==> src/rtl/ctrl_bubble_stage.sv <==
// ID/EX control-bundle register with hazard bubble insertion and branch flush.
// Define CTRL_STATS_EN to add the saturating BubbleCount statistics counter.
module ctrl_bubble_stage #(
    parameter int                CTRL_W      = 18,
    parameter int                MAX_BUBBLES = 3,
    parameter int                CNT_W       = $clog2(MAX_BUBBLES + 1),
    parameter logic [CTRL_W-1:0] BUBBLE_VAL  = {CTRL_W{1'b0}}
) (
    input  logic              Clk,
    input  logic              Reset,
    input  logic [CTRL_W-1:0] PreCtrl,
    input  logic              InValid,
    input  logic              HazardReq,
    input  logic [CNT_W-1:0]  HazardLen,
    input  logic              Flush,
    input  logic              Hold,
    output logic [CTRL_W-1:0] Ctrl,
    output logic              CtrlValid,
    output logic              StallUp,
    output logic              PCWrite,
    output logic              Busy
`ifdef CTRL_STATS_EN
    ,
    output logic [15:0]       BubbleCount
`endif
);

    typedef enum logic {
        IDLE   = 1'b0,
        BUBBLE = 1'b1
    } state_t;

    localparam logic [CNT_W-1:0] MAX_LEN = CNT_W'(MAX_BUBBLES);
    localparam logic [CNT_W-1:0] ONE     = CNT_W'(1);

    state_t            state, state_nxt;
    logic [CNT_W-1:0]  cnt, cnt_nxt;
    logic [CNT_W-1:0]  len;
    logic [CTRL_W-1:0] ctrl_nxt;
    logic              valid_nxt;
    logic              stall;
    logic              bubble_load;

    assign len = (HazardLen > MAX_LEN) ? MAX_LEN : HazardLen;

    // NOTE: every output of this block gets a default first, so no path can infer a latch.
    always_comb begin
        state_nxt   = state;
        cnt_nxt     = cnt;
        ctrl_nxt    = Ctrl;
        valid_nxt   = CtrlValid;
        stall       = 1'b0;
        bubble_load = 1'b0;
        if (Flush) begin
            state_nxt = IDLE;
            cnt_nxt   = '0;
            ctrl_nxt  = BUBBLE_VAL;
            valid_nxt = 1'b0;
        end else if (Hold) begin
            stall = 1'b1;
        end else if (state == IDLE) begin
            if (HazardReq && (len != '0)) begin
                ctrl_nxt    = BUBBLE_VAL;
                valid_nxt   = 1'b0;
                stall       = 1'b1;
                cnt_nxt     = len - ONE;
                state_nxt   = (len != ONE) ? BUBBLE : IDLE;
                bubble_load = 1'b1;
            end else begin
                ctrl_nxt  = PreCtrl;
                valid_nxt = InValid;
            end
        end else begin
            // Countdown: HazardReq is ignored until the FSM is back in IDLE.
            ctrl_nxt    = BUBBLE_VAL;
            valid_nxt   = 1'b0;
            stall       = 1'b1;
            cnt_nxt     = cnt - ONE;
            bubble_load = 1'b1;
            if (cnt == ONE) begin
                state_nxt = IDLE;
            end
        end
    end

    // NOTE: sequential state uses non-blocking assignments so all registers update together.
    always_ff @(posedge Clk or posedge Reset) begin
        if (Reset) begin
            state     <= IDLE;
            cnt       <= '0;
            Ctrl      <= BUBBLE_VAL;
            CtrlValid <= 1'b0;
        end else begin
            state     <= state_nxt;
            cnt       <= cnt_nxt;
            Ctrl      <= ctrl_nxt;
            CtrlValid <= valid_nxt;
        end
    end

    // Stall is gated by Reset so the PC keeps advancing while the stage is held in reset.
    assign StallUp = stall & ~Reset;
    assign PCWrite = ~StallUp;
    assign Busy    = (state == BUBBLE);

`ifdef CTRL_STATS_EN
    always_ff @(posedge Clk or posedge Reset) begin
        if (Reset) begin
            BubbleCount <= '0;
        end else if (bubble_load && (BubbleCount != 16'hFFFF)) begin
            BubbleCount <= BubbleCount + 16'd1;
        end
    end
`endif

endmodule
==> config.mk <==
export PLATFORM = sky130hd
export DESIGN_NAME = ctrl_bubble_stage
export DESIGN_NICKNAME = d
export VERILOG_FILES = /design/src/rtl/ctrl_bubble_stage.sv
export SDC_FILE = /design/constraint.sdc
export NUM_CORES = 1
export LEC_CHECK = 0
export ABC_CLOCK_PERIOD_IN_PS = 3100
export BUFFER_PORTS_ARGS = -buffer_cell sky130_fd_sc_hd__buf_4
export CORE_UTILIZATION = 47
export DETAILED_ROUTE_END_ITERATION = 12
export HOLD_SLACK_MARGIN = 0.06
export PLACE_DENSITY = 0.82
export SYNTH_ARGS = -nofsm -noshare
export SYNTH_HDL_FRONTEND = slang
export SYNTH_SLANG_ARGS = --single-unit
==> constraint.sdc <==
create_clock -name Clk -period 3.1 [get_ports Clk]
set_input_delay 0 -clock Clk [delete_from_list [all_inputs] [get_ports Clk]]
set_output_delay 0 -clock Clk [all_outputs]
set_load 0.05 [all_outputs]
Word-level counts from Yosys, hierarchy flattened
Cells that the tools add are included.

Flip-flop bits (word level): 22. Latch bits: 0. RAM bits: 0. ROM bits: 0. Bits of input ports: 26. Output and inout port bits: 22. Word-level logic and storage cells: 40. Memories: 0.

Add/subtract/negate cells: 2. Multipliers: 0. Divide/modulo/power cells: 0. Order comparisons: 1. Equality and inequality tests: 3. Shift operators: 0. Mux-type cells: 23. Bitwise gates (word level): 3. Reductions and logical operators: 4.

Operators by type and width (count): 18-bit two-way mux (4); 1-bit two-way mux (14); 2-bit two-way mux (5); 2-bit by 1-bit subtractor with 2-bit output, second input constant (2); 3-bit nonzero test (1); 2-bit by 1-bit equality test with 1-bit output, second input constant (1); 2-bit > comparator, second input constant (1); 2-bit by 1-bit != test with 1-bit output, second input constant (1); 2-bit != test, second input constant (1); 1-bit inverter (2); 2-bit AND reduction (1); 2-bit nonzero test (1); 1-bit AND (1); 1-bit logical AND (1).

Logic depth before layout (Yosys ltp)
Gate-level depths: netlist (run 1).

Depth in word-level cells: 10. Gate-level depth with buffers: 6. Mapped depth without buffers: 5.

Least setup slack after synthesis (run 1)
OpenSTA, ideal clock, no wires.

Path kind: register -> output. From: register state, in the netlist Busy. To: output StallUp. Arrival time: 1946 ps. Required time: 3100 ps. Setup slack: 1154 ps. Cell stages (with the launch flop): 4. Buffers on the path: 1. Cells stage by stage: dfrtp_1 > buf_6 > nor3_1 > nor3_1.

Word-level cells in the longest chain between the ends: 4.

Ends and longest elaborated chain: from (decl) (RTL line 36) `state_t state, state_nxt;`; from (signal assigned) (RTL line 94) `state <= state_nxt;`; 1-bit two-way mux (RTL line 61) `end else if (state == IDLE) begin`; 1-bit two-way mux (RTL line 59) `end else if (Hold) begin`; 1-bit two-way mux (RTL line 54) `if (Flush) begin`; 1-bit AND (RTL line 102) `assign StallUp = stall & ~Reset;`; to (decl) (RTL line 19) `output logic StallUp,`.

Every way passes these cells.

Final worst setup path (run 1)
From: register state, in the netlist Busy. To: register Ctrl[0].

Word-level cells in the longest chain between the ends: 3.

Ends and longest elaborated chain: 18-bit two-way mux (RTL line 61); 18-bit two-way mux (RTL line 59); 18-bit two-way mux (RTL line 54); to (signal assigned) (RTL line 96) `Ctrl <= ctrl_nxt;`; to (decl) (RTL line 17) `output logic [CTRL_W-1:0] Ctrl,`.

Every way passes these cells. The select of a mux whose other input is x is not followed. A chain may end at the register's enable or synchronous reset.

==> out/qor.txt, run 1 <==
status -> finished, final reports clean
pwr dens -> 441.2 nW/um2
Final Cell Area -> 1583 um2
RSZ-0062 raised after global routing -> false
WP data required -> 3.34 ns
CTS clk-pin slew, worst paths -> 0.11 ns
synth warn -> 0
post-route minimum period -> 1.786 ns
setup TNS -> 0 ns
max_cap viols -> 0
switching power -> 0.1917 mW
r2r setup slk -> 1.31 ns
commonest non-fill, non-tap cell in the layout -> buf_4
first-pass GRT wire length -> 3519 um
TritonRoute pass-1 iters -> 5
Post-Place Cell Area -> 1310 um2
Final ANT Viol Nets -> 0
largest net degree at the start of global routing -> 23
final hold slack -> 0.1021 ns
FP Rows -> 15
Total GRT Usage -> 23.66%
Synth area leader -> dfrtp_1
number of cells upsized or downsized after cts -> 0
Critical Path, Cell by Cell -> nor4_4 > a22o_2
# IOs -> 48
layout cells sized above 1 -> 46.48%
Post-Synthesis Net Count -> 102
Avg Vias per Cell -> 4.994
CTS tree -> yes
Synth Area per Inst -> 13.13 um2
WP buf/inv -> 0
Post-Syn Instances -> 73
vias in the first global route -> 848
CP max stage cell -> nor4_4
FMAX -> 560.0 MHz
sequential power share -> 44.6%
height of the die -> 47.16 um
worst clock skew -> 0.01394 ns
pre-CTS WS -> 1.378 ns
HP Start -> HazardLen[0]
Crit Path Class -> reg2reg
Sink Count -> 22
Mapped Area -> 958.4 um2
Clk pwr share -> 30.9%
worst skew pair latency -> 0.31 ns
hold path depth -> 4
Setup crit start kind -> flop
Worst R2R Start -> Busy
Pwr Total -> 0.6984 mW
CTS Buf Count -> 3
starting density of the core -> 52.65%
Slew Limit Fails -> 0
CTS root buffer -> clkbuf_4
reg-to-reg critical path endpoint -> Ctrl[0]
Clock Path Buffers -> 2
most used flip-flop cell after synthesis -> dfrtp_1
sequential element share of the synthesized area -> 57.44%
peak per-stage delay on the critical path -> 0.93 ns
Iter 0 DRT Violations -> 10
Post-Route WL -> 2553 um
Critical Path AT -> 2.03 ns
H-tree depth -> 1
Post-route DRC -> 0
layout overhead on the synthesized area -> 65.14%
Synth async-reset ratio -> 100.0%
Min-Delay Path Class -> in2reg
fin crit share -> 57.60%
Int Power -> 0.5067 mW
Critical Path Fanout Max -> 19
Pleak -> 0.8064 nW
die width -> 47.16 um
initial antenna violation count -> 0
vias -> 834
Synth Register Bits -> 22
Synth top area share -> 57.44%
total grt overflow -> 0
Fin. Hold Viols -> 0
Die ar. -> 2224 um2
Setup-failing EPs final -> 0
core area -> 1821 um2
post-DP HPWL -> 1442 um
Worst slew margin -> 32.76%
maximum vdd drop -> 0.3502 mV
Net Sw Frac -> 27.45%
port bufs -> 47
Worst Hold End -> cnt[0]
critical path's top delay family -> simple AND/OR/NAND/NOR gates
placer congestion estimate -> 0.8102
number of flops mapped to enable cells by yosys -> 0
# diodes -> 0
reg2reg path depth -> 2
Worst Max-Slew Pin Slew -> 1.001 ns
WL/cell -> 15.29 um
top post-synthesis cells by area -> dfrtp_1, a22o_2, a22o_1, ha_1, buf_6
combinational power share -> 24.5%
fin nets -> 172
fin worst setup slack -> 1.314 ns
Distinct cells, synth -> 24
commonest cells after routing, fill and taps aside -> buf_4, dfrtp_1, dlygate4sd3_1
Worst setup EP type -> flop
-- flip-flops by register name, summed over array words and instances, names as in the netlist --
register and count:
cnt 2, CtrlValid 1, Busy 1, Ctrl 18
-- logic make-up (layout without fill, tap and decap cells) --
kind of cell,count (synthesis),count (layout),share of synthesized area [%]
adder cells (fa/ha/maj),3,3,3.917
buffers and inverters,10,79,5.744
flip-flops,22,22,57.44
AO/OA/AOI/OAI,27,27,24.94
AND/OR/NAND/NOR,11,11,7.965
-- worst max-delay path by stage --
stage,startpoint,to,slack (ns),cells after the start
6_report,Busy,Ctrl[0],1.31,2
5_1_grt,Busy,Ctrl[0],1.24,2
4_1_cts,Busy,Ctrl[11],1.36,2
3_5_place_dp,Busy,Ctrl[11],1.38,2
3_3_place_gp,Busy,Ctrl[15],1.44,2
2_1_floorplan,Busy,StallUp,1.15,3
-- synth_stat cells, types with 2 or more instances --
| library cell | instances |
|---|---|
| inv_1 | 5 |
| a21oi_1 | 2 |
| nor2_1 | 2 |
| ha_1 | 3 |
| a22o_1 | 9 |
| a22o_2 | 10 |
| buf_2 | 2 |
| nor3_1 | 2 |
| dfrtp_1 | 22 |
| buf_6 | 2 |
-- tightest hold or removal path, cell delays in order --
cell	delay [ns]
buf_4	0.10
or3b_2	0.11
a221oi_1	0.06
o31a_1	0.10
-- through the flow --
step                utilization [%]  instances
floorplan                         -         73
global placement              71.96        141
detailed placement            71.96        141
CTS                           86.94        167
global route                  86.94        167
finish                        86.94        167
-- power by group through the flow --
stage / Combinational, mW / Sequential [mW] / Clock, mW
after CTS: 0.170 / 0.311 / 0.218
after global placement: 0.144 / 0.316 / 0
after global routing: 0.182 / 0.313 / 0.229
final: 0.171 / 0.311 / 0.216
after detailed placement: 0.147 / 0.316 / 0
after floorplan: 0.0498 / 0.358 / 0
-- final cells by class --
type                       count  area [um2]
multi-input combinational     41       352.8
clock inverter                 1       30.03
inverter                       6       22.52
clock buffer                   3       22.52
sequential                    22       550.5
tap                           25       31.28
timing repair buffer          69       573.1
fill                          76       237.7
-- metal layers --
layer	up-vias	wire [um]	track usage, %
met5	-	0	0
met4	0	17	6.286
met3	2	115	4.231
met2	31	1339	44.72
met1	390	1080	27.32
li1	411	-	-
-- timing repair --
action | in CTS | in global routing
hold buffers | 22 | 0
endpoints found under the hold margin | 44 | 0
buffers inserted | 0 | 0
Power figures use the tool's default switching activity.
==> run 2: changes to the inputs <==
==> config.mk (replaced) <==
export PLATFORM = sky130hd
export DESIGN_NAME = ctrl_bubble_stage
export DESIGN_NICKNAME = d
export VERILOG_FILES = /design/src/rtl/ctrl_bubble_stage.sv
export SDC_FILE = /design/constraint.sdc
export NUM_CORES = 1
export LEC_CHECK = 0
export ABC_CLOCK_PERIOD_IN_PS = 1800
export BUFFER_PORTS_ARGS = -buffer_cell sky130_fd_sc_hd__buf_4
export CORE_UTILIZATION = 44
export DETAILED_ROUTE_END_ITERATION = 12
export HOLD_SLACK_MARGIN = 0.06
export PLACE_DENSITY = 0.77
export SYNTH_ARGS = -nofsm -noshare
export SYNTH_HDL_FRONTEND = slang
export SYNTH_SLANG_ARGS = --single-unit
==> constraint.sdc (replaced) <==
create_clock -name Clk -period 1.8 [get_ports Clk]
set_input_delay 0 -clock Clk [delete_from_list [all_inputs] [get_ports Clk]]
set_output_delay 0 -clock Clk [all_outputs]
set_load 0.05 [all_outputs]
==> run 2 against run 1 <==
Net effect:
- total power rose by 59%
- worst hold slack worse by 0.0078 ns
- fmax rose by 9.4%
- design area rose by 1.0%
- sequential power is 72% higher
- wire length shrank 1.6%
- critical endpoint is now Ctrl[14]
- highest routed layer unchanged
==> out/qor.txt, run 2 (synthesized netlist as in run 1, its figures left out) <==
status -> finished, final reports clean
Fin. Hold Viols -> 0 (unchanged)
Clock Path Buffers -> 2 (unchanged)
CP max stage cell -> nor4_4
HP Start -> HazardLen[0]
Min-Delay Path Class -> in2reg
Total GRT Usage -> 23.58% (-0.078 points)
worst clock skew -> 0.008382 ns (-0.005553 ns)
Setup-failing EPs final -> 0 (unchanged)
CTS tree -> yes
FP Rows -> 16 (+1)
setup TNS -> 0 ns (unchanged)
layout cells sized above 1 -> 47.59% (+1.1 points)
post-CTS setup buffers -> 0 (unchanged)
Sink Count -> 22 (unchanged)
Worst setup EP type -> flop
CTS Buf Count -> 3 (unchanged)
cts-stage hold buffer count -> 23 (+4.5%)
Pleak -> 0.8170 nW (+1.3%)
critical path's top delay family -> simple AND/OR/NAND/NOR gates
Critical Path Fanout Max -> 19 (unchanged)
WL/cell -> 14.60 um (-4.5%)
WP data required -> 2.05 ns (-1.29 ns)
Worst R2R Start -> Busy
number of cells upsized or downsized after cts -> 0 (unchanged)
worst skew pair latency -> 0.31 ns (about the same)
RSZ-0062 raised after global routing -> false
die width -> 48.67 um (+3.2%)
first-pass GRT wire length -> 4229 um (+20%)
top flop regs -> Ctrl x18, cnt x2
Critical Path AT -> 1.88 ns (-0.15 ns)
post-route minimum period -> 1.631 ns (-0.1542 ns)
WP buf/inv -> 0 (unchanged)
CP startpoint -> Busy
largest net degree at the start of global routing -> 23 (unchanged)
CTS clk-pin slew, worst paths -> 0.11 ns (about the same)
total grt overflow -> 0 (unchanged)
fin nets -> 175 (+1.7%)
Pwr Total -> 1.109 mW (+59%)
core area -> 2002 um2 (+10%)
Slew Limit Fails -> 0 (unchanged)
commonest non-fill, non-tap cell in the layout -> buf_4
placer congestion estimate -> 0.8167 (+0.80%)
FMAX -> 613.0 MHz (+9.4%)
Post-Route WL -> 2512 um (-1.6%)
Die ar. -> 2369 um2 (+6.5%)
layout overhead on the synthesized area -> 66.84%
Most flops, register -> Ctrl
Worst Max-Slew Pin Slew -> 0.9765 ns (-0.02454 ns)
H-tree depth -> 1 (unchanged)
post-DP HPWL -> 1486 um (+3.0%)
Largest register FFs -> 18 (unchanged)
initial antenna violation count -> 0 (unchanged)
Avg Vias per Cell -> 4.977 (-0.35%)
Critical Path, Cell by Cell -> nor4_4 > a22o_2
Setup crit start kind -> flop
peak per-stage delay on the critical path -> 0.87 ns (-0.06 ns)
# diodes -> 0 (unchanged)
Filler Cells Inserted -> 121 (+59%)
TritonRoute pass-1 iters -> 4 (-1)
vias in the first global route -> 927 (+9.3%)
port bufs -> 47 (unchanged)
maximum vdd drop -> 0.4695 mV (+34%)
CTS root buffer -> clkbuf_4
# IOs -> 48 (unchanged)
fin crit share -> 90.63% (+33 points)
commonest cells after routing, fill and taps aside -> buf_4, dlygate4sd3_1, dfrtp_1
starting density of the core -> 47.87% (-4.8 points)
Post-route DRC -> 0 (unchanged)
Final ANT Viol Nets -> 0 (unchanged)
Iter 0 DRT Violations -> 8 (-2)
Crit Path Class -> reg2reg
vias -> 856 (+2.6%)
max_cap viols -> 0 (unchanged)
pwr dens -> 693.8 nW/um2 (+57%)
Worst slew margin -> 34.41% (+1.6 points)
height of the die -> 48.67 um (+3.2%)
==> run 2: layout make-up <==
cell class                 instances  area, um2  area share, %
timing repair buffer              72      598.1          37.40
sequential                        22      550.5          34.43
multi-input combinational         41      357.8          22.38
clock buffer                       4      36.28          2.269
tap                               27      33.78          2.113
inverter                           6      22.52          1.408
==> run 2: where the power goes <==
part | switching, mW | internal, mW
clock | 0.150 | 0.124
sequential | 0.0154 | 0.518
combinational | 0.168 | 0.134
==> run 2: metrics by stage <==
step	cells	hold WS [ns]	setup WS (ns)	utilization, %	area, um2
2_1_floorplan	73	-0.01077	0.1868	-	963.4
5_1_grt	172	0.09960	0.06910	79.88	1599
3_3_place_gp	145	0.2108	0.2627	66.56	1333
4_1_cts	172	0.08886	0.1878	79.88	1599
6_report	172	0.09429	0.1686	79.88	1599
3_5_place_dp	145	0.2241	0.2145	66.56	1333
==> run 2: path summary, 6_finish.rpt <==
path                            end  slack (ns)  cells past startpoint
setup reg to reg           Ctrl[14]        0.17                      2
setup / recovery           Ctrl[14]        0.17                      2
max in group asynchronous    cnt[0]        0.89                      3
hold reg to reg             Ctrl[8]        0.53                      1
min in group asynchronous  Ctrl[11]        0.41                      3
hold / removal               cnt[0]        0.09                      4
==> run 2: worst min-delay path, delay by kind of cell <==
family          cells  cell delay, ns
compound gates      2            0.17
buf+inv             1            0.10
simple gates        1            0.11
==> run 2: layer usage <==
metal | GRT usage, % | share of wire, % | vias to the layer above
li1 | - | - | 416
met1 | 27.87 | 42 | 404
met2 | 41.67 | 51 | 31
met3 | 4.403 | 4.9 | 5
met4 | 9.804 | 1.8 | 0
met5 | 0 | 0 | -
